===== src/rtl/alu_pkg.sv =====
// Shared types and encodings for the ALU issue stage: opcode/funct constants,
// ALU control codes and the decoded-entry struct held in the skid registers.
package alu_pkg;

    localparam int ALU_XLEN = 32;

    localparam logic [2:0] ALU_ADD  = 3'b000;
    localparam logic [2:0] ALU_SUB  = 3'b001;
    localparam logic [2:0] ALU_AND  = 3'b010;
    localparam logic [2:0] ALU_OR   = 3'b011;
    localparam logic [2:0] ALU_XOR  = 3'b100;
    localparam logic [2:0] ALU_SLTU = 3'b101;

    localparam logic [6:0] OPC_OP    = 7'b0110011;
    localparam logic [6:0] OPC_OPIMM = 7'b0010011;

    localparam logic [2:0] F3_ADD  = 3'b000;
    localparam logic [2:0] F3_SLL  = 3'b001;
    localparam logic [2:0] F3_SLT  = 3'b010;
    localparam logic [2:0] F3_SLTU = 3'b011;
    localparam logic [2:0] F3_XOR  = 3'b100;
    localparam logic [2:0] F3_SR   = 3'b101;
    localparam logic [2:0] F3_OR   = 3'b110;
    localparam logic [2:0] F3_AND  = 3'b111;

    localparam logic [6:0] F7_BASE = 7'b0000000;
    localparam logic [6:0] F7_ALT  = 7'b0100000;

    typedef struct packed {
        logic [ALU_XLEN-1:0] inputA;
        logic [ALU_XLEN-1:0] inputB;
        logic [2:0]          aluControl;
        logic [4:0]          rdAddr;
        logic                regWrite;
        logic                illegal;
    } alu_issue_t;

    typedef enum logic [1:0] {
        SKID_EMPTY = 2'b00,
        SKID_ONE   = 2'b01,
        SKID_TWO   = 2'b10
    } skid_state_t;

    function automatic logic [ALU_XLEN-1:0] sext_imm12(input logic [11:0] imm);
        return {{(ALU_XLEN-12){imm[11]}}, imm};
    endfunction

endpackage


===== src/rtl/alu_issue_stage_decoder.sv =====
// Combinational RV32I decoder for the ALU subset: R-type/I-type arithmetic and
// logic ops become operands plus a 3-bit ALU control; everything else is illegal.
module alu_op_decoder
    import alu_pkg::*;
(
    input  logic [ALU_XLEN-1:0] i_instr,
    input  logic [ALU_XLEN-1:0] i_rs1_data,
    input  logic [ALU_XLEN-1:0] i_rs2_data,
    output alu_issue_t          o_issue
);

    logic [6:0] w_opcode;
    logic [2:0] w_funct3;
    logic [6:0] w_funct7;
    logic [4:0] w_rd;
    logic       w_legal;
    logic       w_use_imm;
    logic [2:0] w_op;

    assign w_opcode = i_instr[6:0];
    assign w_funct3 = i_instr[14:12];
    assign w_funct7 = i_instr[31:25];
    assign w_rd     = i_instr[11:7];

    always_comb begin
        w_legal   = 1'b0;
        w_use_imm = 1'b0;
        w_op      = ALU_ADD;
        case (w_opcode)
            OPC_OP: begin
                case (w_funct3)
                    F3_ADD: begin
                        if (w_funct7 == F7_BASE) begin
                            w_legal = 1'b1;
                            w_op    = ALU_ADD;
                        end else if (w_funct7 == F7_ALT) begin
                            w_legal = 1'b1;
                            w_op    = ALU_SUB;
                        end
                    end
                    F3_AND: begin
                        w_legal = (w_funct7 == F7_BASE);
                        w_op    = ALU_AND;
                    end
                    F3_OR: begin
                        w_legal = (w_funct7 == F7_BASE);
                        w_op    = ALU_OR;
                    end
                    F3_XOR: begin
                        w_legal = (w_funct7 == F7_BASE);
                        w_op    = ALU_XOR;
                    end
                    F3_SLTU: begin
                        w_legal = (w_funct7 == F7_BASE);
                        w_op    = ALU_SLTU;
                    end
                    default: w_legal = 1'b0;
                endcase
            end
            OPC_OPIMM: begin
                w_use_imm = 1'b1;
                case (w_funct3)
                    F3_ADD: begin
                        w_legal = 1'b1;
                        w_op    = ALU_ADD;
                    end
                    F3_AND: begin
                        w_legal = 1'b1;
                        w_op    = ALU_AND;
                    end
                    F3_OR: begin
                        w_legal = 1'b1;
                        w_op    = ALU_OR;
                    end
                    F3_XOR: begin
                        w_legal = 1'b1;
                        w_op    = ALU_XOR;
                    end
                    F3_SLTU: begin
                        w_legal = 1'b1;
                        w_op    = ALU_SLTU;
                    end
                    // SLTI (signed) and the shift-immediates have no ALU support here
                    default: w_legal = 1'b0;
                endcase
            end
            default: w_legal = 1'b0;
        endcase
    end

    always_comb begin
        o_issue            = '0;
        o_issue.inputA     = i_rs1_data;
        o_issue.inputB     = (w_legal && w_use_imm) ? sext_imm12(i_instr[31:20]) : i_rs2_data;
        o_issue.aluControl = w_legal ? w_op : ALU_ADD;
        o_issue.rdAddr     = w_rd;
        o_issue.regWrite   = w_legal && (w_rd != 5'd0);
        o_issue.illegal    = !w_legal;
    end

endmodule


===== src/rtl/alu_issue_stage.sv =====
// ALU issue stage: decodes one instruction per cycle into ALU operands and holds
// results in a main register backed by a skid register for full-rate handshaking.
//
// state | meaning
// EMPTY | no entry held, outValid=0
// ONE   | main register valid, skid free
// TWO   | main and skid valid, upstream stalled
module alu_issue_stage
    import alu_pkg::*;
#(
    parameter int XLEN = ALU_XLEN
) (
    input  logic            clk,
    input  logic            rst,
    input  logic            flush,
    input  logic            inValid,
    output logic            inReady,
    input  logic [XLEN-1:0] instr,
    input  logic [XLEN-1:0] rs1Data,
    input  logic [XLEN-1:0] rs2Data,
    output logic            outValid,
    input  logic            outReady,
    output logic [XLEN-1:0] inputA,
    output logic [XLEN-1:0] inputB,
    output logic [2:0]      aluControl,
    output logic [4:0]      rdAddr,
    output logic            regWrite,
    output logic            illegal
);

    skid_state_t r_state;
    skid_state_t w_state_nxt;
    alu_issue_t  r_main;
    alu_issue_t  r_skid;
    alu_issue_t  w_dec;
    logic        r_in_ready;
    logic        w_out_valid;
    logic        w_accept;
    logic        w_issue;
    logic        w_load_main_dec;
    logic        w_load_main_skid;
    logic        w_load_skid;

    alu_op_decoder u_decoder (
        .i_instr    (instr),
        .i_rs1_data (rs1Data),
        .i_rs2_data (rs2Data),
        .o_issue    (w_dec)
    );

    assign w_out_valid = (r_state != SKID_EMPTY);
    assign w_accept    = inValid && r_in_ready;
    assign w_issue     = w_out_valid && outReady;

    always_comb begin
        w_state_nxt      = r_state;
        w_load_main_dec  = 1'b0;
        w_load_main_skid = 1'b0;
        w_load_skid      = 1'b0;
        case (r_state)
            SKID_EMPTY: begin
                if (w_accept) begin
                    w_state_nxt     = SKID_ONE;
                    w_load_main_dec = 1'b1;
                end
            end
            SKID_ONE: begin
                if (w_accept && w_issue) begin
                    w_load_main_dec = 1'b1;
                end else if (w_accept) begin
                    w_state_nxt = SKID_TWO;
                    w_load_skid = 1'b1;
                end else if (w_issue) begin
                    w_state_nxt = SKID_EMPTY;
                end
            end
            SKID_TWO: begin
                if (w_issue) begin
                    w_state_nxt      = SKID_ONE;
                    w_load_main_skid = 1'b1;
                end
            end
            default: w_state_nxt = SKID_EMPTY;
        endcase
        // Flush wins over a same-cycle accept; an issue this cycle has already completed.
        if (flush) begin
            w_state_nxt      = SKID_EMPTY;
            w_load_main_dec  = 1'b0;
            w_load_main_skid = 1'b0;
            w_load_skid      = 1'b0;
        end
    end

    always_ff @(posedge clk) begin
        if (rst) begin
            r_state    <= SKID_EMPTY;
            r_in_ready <= 1'b0;
            r_main     <= '0;
            r_skid     <= '0;
        end else begin
            r_state    <= w_state_nxt;
            r_in_ready <= (w_state_nxt != SKID_TWO);
            if (w_load_main_dec) begin
                r_main <= w_dec;
            end else if (w_load_main_skid) begin
                r_main <= r_skid;
            end
            if (w_load_skid) begin
                r_skid <= w_dec;
            end
        end
    end

    assign inReady    = r_in_ready;
    assign outValid   = w_out_valid;
    assign inputA     = r_main.inputA;
    assign inputB     = r_main.inputB;
    assign aluControl = r_main.aluControl;
    assign rdAddr     = r_main.rdAddr;
    assign regWrite   = r_main.regWrite;
    assign illegal    = r_main.illegal;

endmodule


===== config.mk =====
export PLATFORM = sky130hd
export DESIGN_NAME = alu_issue_stage
export DESIGN_NICKNAME = d
export VERILOG_FILES = /design/src/rtl/alu_pkg.sv /design/src/rtl/alu_issue_stage_decoder.sv /design/src/rtl/alu_issue_stage.sv
export SDC_FILE = /design/constraint.sdc
export NUM_CORES = 1
export LEC_CHECK = 0
export BUFFER_PORTS_ARGS = -buffer_cell sky130_fd_sc_hd__buf_2
export CORE_AREA = 5 5 139 108
export DETAILED_ROUTE_END_ITERATION = 10
export DIE_AREA = 0 0 144 113
export GPL_TIMING_DRIVEN = 0
export PLACE_DENSITY_LB_ADDON = 0.2
export SLEW_MARGIN = 20
export SYNTH_ARGS = -nofsm -noshare
export SYNTH_HDL_FRONTEND = slang
export SYNTH_SLANG_ARGS = --single-unit

===== constraint.sdc =====
create_clock -name clk -period 1.8 [get_ports clk]
set_input_delay 0.27 -clock clk [delete_from_list [all_inputs] [get_ports clk]]
set_output_delay 0.27 -clock clk [all_outputs]
set_load 0.01 [all_outputs]

==> After elaboration in Yosys (flattened, before gate mapping) <==
Cells that the tools add are included.
{ "totals": {"ff_bits": 151, "inputBits": 101, "out_inout_bits": 76, "elab_cells": 70} }
{ "classes": {"eq_ne": 10, "muxes": 32, "reduce_logical": 14} }
{ "ops": {"columns": ["op", "n"], "rows": [
  ["2-to-1 mux 74 bit", 2],
  ["2-to-1 mux 32 bit", 1],
  ["case mux 3 bit (5 select lines)", 1],
  ["equality test 7 x 6 -> 1 bit (second input constant)", 2],
  ["2-to-1 mux 1 bit", 14],
  ["2-to-1 mux 2 bit", 6],
  ["case mux 3 bit (4 select lines)", 1],
  ["equality test 3 bit (second input constant)", 3],
  ["equality test 7 x 5 -> 1 bit (second input constant)", 1],
  ["zero test 7 bit", 1],
  ["2-to-1 mux 3 bit", 2],
  ["case mux 1 bit (2 select lines)", 3],
  ["case mux 2 bit (3 select lines)", 1],
  ["case mux 3 bit (2 select lines)", 1],
  ["logical AND 1 bit", 5],
  ["nonzero test 5 bit", 1],
  ["OR reduction 5 bit", 1],
  ["nonzero test 2 bit", 2],
  ["OR reduction 4 bit", 1],
  ["equality test 3 x 2 -> 1 bit (second input constant)", 1],
  ["zero test 3 bit", 1],
  ["equality test 2 x 1 -> 1 bit (second input constant)", 1],
  ["equality test 2 bit (second input constant)", 1],
  ["zero test 2 bit", 1],
  ["other kinds (2)", 2]
]} }

==> Depth between registers and ports, before layout <==
{ "depth": {"word_depth": 8, "mapped_depth": 7, "ltp_nobuf": 4} }

==> Hierarchy <==
From an unflattened synthesis, not the netlist that was laid out.
{ "hier_totals": {"cells_unflattened": 855, "area_unflattened_um2": 7150.6} }
{ "by_module_without_submodules": {"columns": ["mod", "n_inst", "cells_per_inst", "area_per_inst_um2", "seq_area_each_um2"], "rows": [
  ["alu_issue_stage", 1, 752, 6322.3, 3022.9],
  ["alu_op_decoder", 1, 103, 828.3, 0.0]
]} }

==> Least setup slack after synthesis <==
OpenSTA, ideal clock, no wires.
{ "synth_timing": {"path_type": "input to register", "start": "input port instr[3]", "end": "register r_main, in the netlist inputB[10]", "setup_ns": 0.142, "arrival_ns": 1.494, "required_ns": 1.658, "path_slack_ns": 0.164, "cell_stages": 5, "n_path_buf": 1, "cell_sequence": "or2_4 or4_4 buf_6 o21ai_1 a311oi_1"} }
{ "synth_via": {"elab_chain_cells": 5, "word_cells_on_any_way": 7, "cone_classes": "2 x eq/ne; 4 x mux; 1 x reduce/logical"} }
{ "synth_lines": {"columns": ["item", "line", "source"], "rows": [
  ["from (decl)", "alu_issue_stage.sv:18", "input logic [XLEN-1:0] instr,"],
  ["equality test 7 x 5 -> 1 bit or equality test 7 x 6 -> 1 bit (tied branches)", "alu_issue_stage_decoder.sv:29", "case (w_opcode)"],
  ["case mux 1 bit (2 select lines) or 2-to-1 mux 1 bit (tied branches)", "alu_issue_stage_decoder.sv:29", null],
  ["logical AND 1 bit (*)", "alu_issue_stage_decoder.sv:94", "o_issue.inputB = (w_legal && w_use_imm) ? sext_imm12(i_instr[31:20]) : i_rs2_data;"],
  ["2-to-1 mux 32 bit (*)", "alu_issue_stage_decoder.sv:94", null],
  ["2-to-1 mux 74 bit (*)", "alu_issue_stage.sv:103", "if (w_load_main_dec) begin"],
  ["to (signal assigned)", "alu_issue_stage.sv:104", "r_main <= w_dec;"],
  ["to (signal assigned)", "alu_issue_stage.sv:106", "r_main <= r_skid;"],
  ["to (decl)", "alu_issue_stage.sv:33", "alu_issue_t r_main;"]
]} }
Every way passes the cells marked *; elsewhere a longest branch is shown, timed or not.
A chain may end at the register's enable or synchronous reset.

==> Worst setup path after layout <==
{ "layout_timing": {"start": "register r_state[1]", "end": "register r_skid[19] (netlist name)"} }
{ "layout_via": {"elab_chain_cells": 6, "word_cells_on_any_way": 7, "cone_classes": "1 x eq/ne; 3 x mux; 3 x reduce/logical"} }
{ "layout_lines": {"columns": ["item", "line", "source"], "rows": [
  ["from (decl)", "alu_issue_stage.sv:31", "skid_state_t r_state;"],
  ["from (signal assigned)", "alu_issue_stage.sv:101", "r_state <= w_state_nxt;"],
  ["nonzero test 2 bit", "alu_issue_stage.sv:51", "assign w_out_valid = (r_state != SKID_EMPTY);"],
  ["logical AND 1 bit", "alu_issue_stage.sv:53", "assign w_issue = w_out_valid && outReady;"],
  ["logical AND 1 bit", "alu_issue_stage.sv:68", "if (w_accept && w_issue) begin"],
  ["2-to-1 mux 1 bit", "alu_issue_stage.sv:68", null],
  ["2-to-1 mux 1 bit (*)", "alu_issue_stage.sv:60", "case (r_state)"],
  ["2-to-1 mux 1 bit (*)", "alu_issue_stage.sv:86", "if (flush) begin"],
  ["to (signal assigned)", "alu_issue_stage.sv:109", "r_skid <= w_dec;"],
  ["to (decl)", "alu_issue_stage.sv:34", "alu_issue_t r_skid;"]
]} }
Marked as above.

==> results.yml <==
clock_network:
  numClockSinks: 151
  worstSkewPairLatency_ns: 0.43
  clk_path_buf_depth: 2
  cts_max_level: 4
  cts-buffers-inserted: 17
  cts_hold_buffers: 0
  cts.root.buffer_cell: "sky130_fd_sc_hd__clkbuf_16"
  clk_pin_slew_worst_paths_ns: 0.06
  cts_tree: "yes"
global_route:
  globalRoute.totalOverflow: 0
  grt_util_met2_pct: 38.28
  grtUsageTotal_pct: 24.73
  maximum_number_of_pins_on_one_net_before_global_route_repair: 17
  initial_antenna_violation_count: 0
  grt_pass1_vias: 6172
  wire_length_of_the_first_global_routing_pass_um: 32050
  grtUsageMet3_pct: 7.182
  grt.busiest_layer: "met2"
  grt.met1_usage_pct: 32.75
route:
  detail_route.vias_per_cell: 5.842
  dr.first_iter.drc_count: 491
  final_routed_wire_length_divided_by_cell_count_um: 19.00
  via_count: 6333
  wirelength_um: 20590
  drc: 0
  dr.pass1.iters: 5
  ant_nets: 0
finish:
  multi_input_gate_area_sq_um: 3289
  fillerInstances: 1148
  antenna_cells: 0
  final_design_area_no_fill_sq_um: 8482
  layout.area.seq_sq_um: 3025
  drive_gt1_share_pct: 34.98
  num-nets-final: 997
  area.growth.synth_to_final_pct: 28.56
  most_common_cell_after_layout_fill_and_taps_aside: "sky130_fd_sc_hd__buf_2"
  layout.cells.most_common_list: "181 x sky130_fd_sc_hd__buf_2, 149 x sky130_fd_sc_hd__dfxtp_1, 83 x sky130_fd_sc_hd__nand2_1"
  stdcell_count: 1084
critical_path:
  crit_path_max_fanout: 10
  crit_arrival_ns: 2.05
  setup.worst_path.class: "reg -> reg"
  worst_path_largest_cell_delay_ns: 0.35
  buffers_plus_inverters_on_the_worst_setup_path: 2
  kind_of_capture_point_of_the_worst_setup_path: "flop"
  critical_path.startpoint_type: "flop"
  critical-path-slowest-cell: "sky130_fd_sc_hd__dfxtp_2"
  critical_path.cell_chain: "and3b_2, and3_1, clkbuf_1, buf_2, nor2_1, a311oi_1"
  worstPathRequired_ns: 2.13
  cp_top_delay_family: "simple AND/OR/NAND/NOR gates"
yosys:
  yosysWarningCount: 0
  async_flop_share_pct: 0
  synthFlopType: "sky130_fd_sc_hd__dfxtp_1"
  synth_largest_area_cell: "sky130_fd_sc_hd__dfxtp_1"
  syn-instance-count: 699
  seq_area_frac_synth_pct: 45.82
  synthTopCellsByArea: "sky130_fd_sc_hd__dfxtp_1 46%, sky130_fd_sc_hd__mux2i_1 9.6%, sky130_fd_sc_hd__a211oi_1 7.4%"
  syn-num-nets: 800
  synth_top_area_share_pct: 45.82
  ys_seq_elements: 151
  syn_avg_cell_area_sq_um: 9.439
  total_standard_cell_area_after_synthesis_sq_um: 6598
  synth_cell_type_count: 49
  synth_edf_count: 0
place:
  portBuffers: 169
  place_hpwl_um: 14490
  gp_congestion: 0.8640
  placedCellCount: 1043
  placed_cell_area_sq_um: 7662
status:
  run_status: "completed"
sta:
  worst-slew-pin-transition_ns: 0.8090
  unrepaired_setup_endpoints_after_global_routing: "no"
  final_max_slew_viol_count: 0
  skew_ns: 0.006754
  report.final.hold_viol_count: 0
  hold-worst-slack_ns: 0.08845
  timing.fmax_mhz: 579.2
  setup_violations: 0
  min_period_ns: 1.727
  slew_headroom_pct: 46.07
  fin_crit_sh_pct: 95.92
floorplanning:
  floorplan.initialDensity_pct: 48.97
  chipWidth_um: 144
  core_area_sq_um: 13470
  num_io_pins: 177
  die_y_extent_um: 113
  die-area_sq_um: 16270
  num_rows: 37
pwr:
  leakage_dissipation_nw: 3.196
  vdd.ir_drop.worst_mv: 0.6568
  power.density_nw_per_um2: 925.4
min_path:
  worst_hold_path_type: "in -> reg"
flow_run:
  max_cap_viol_count: 0
==> layout make-up <==
cell class / instances / share of cell area, %
buffer: 67 / 4.971
clock buffer: 25 / 6.078
clock inverter: 7 / 1.062
inverter: 1 / 0.04425
multi-input combinational: 480 / 38.78
sequential: 151 / 35.67
tap: 175 / 2.582
timing repair buffer: 178 / 10.81
==> routing by layer <==
metal | up-vias | wire (um)
met5 | - | 0
met1 | 3086 | 8903
met2 | 255 | 9738
met4 | 0 | 365
li1 | 2961 | -
met3 | 31 | 1586
==> cell usage after synthesis (all sizes together) (2+ instances only) <==
master,count
nand3b,14
o31ai,3
or2,3
mux2i,63
nor4,3
nor3,4
nand3,3
and2,2
or3,3
clkbuf,27
a221oi,21
mux2,2
a21oi,46
nand2,83
nor2,72
a311oi,23
dfxtp,151
or4,2
buf,40
nand4,4
nor2b,13
a211oi,69
o21ai,35
==> power by group <==
| part | internal (mW) | switching (mW) | total (mW) |
|---|---|---|---|
| registers | 3.44 | 0.0507 | 3.49 |
| clock network | 2.26 | 1.38 | 3.64 |
| logic | 0.300 | 0.426 | 0.727 |
==> tightest hold or removal path, cell delays in order <==
cell and delay [ns]:
sky130_fd_sc_hd__buf_2 0.10, sky130_fd_sc_hd__nand2_1 0.05, sky130_fd_sc_hd__a21oi_1 0.05
==> worst paths after layout <==
path           endpoint  depth (start not counted)  slack, ns         from
min reg2reg  r_skid[57]                          2       0.46   r_skid[57]
max          r_skid[19]                          6       0.07   r_state[1]
max reg2reg  r_skid[19]                          6       0.07   r_state[1]
min          r_skid[65]                          3       0.09  rs1Data[23]
==> timing repair <==
| action | 4_1_cts | 5_1_grt |
|---|---|---|
| pin swaps | 0 | 1 |
| setup buffers | 0 | 8 |
| gates resized for setup | 13 | 39 |
| cloned | 0 | 1 |
| endpoints found under the setup margin | 99 | 136 |
==> sequential cells by signal, indices dropped and copies added, names as in the netlist <==
| name | cells |
|---|---|
| inReady | 1 |
| r_skid | 74 |
| inputB | 32 |
| illegal | 1 |
| r_state | 2 |
| rdAddr | 5 |
| regWrite | 1 |
| inputA | 32 |
| aluControl | 3 |
==> per-stage QoR <==
| step | setup slack [ns] | TNS [ns] | utilization [%] | power [mW] |
|---|---|---|---|---|
| floorplan | 0.1636 | 0 | - | 3.906 |
| global placement | -0.2000 | -8.893 | 56.88 | 4.216 |
| detailed placement | -0.2193 | -13.09 | 56.88 | 4.237 |
| CTS | 0.001415 | 0 | 61.67 | 7.836 |
| global route | 0.0006561 | 0 | 62.96 | 8.108 |
| finish | 0.07338 | 0 | 62.96 | 7.849 |
==> kinds of logic after synthesis <==
family	Yosys count	share of synthesized area [%]
multiplexers	65	9.899
AND/OR/NAND/NOR	213	15.55
flip-flops	151	45.82
XOR/XNOR	1	0.1328
AO/OA/AOI/OAI	201	22.95
buffers and inverters	68	5.651
Note: power is estimated with default switching activity, not from simulation.
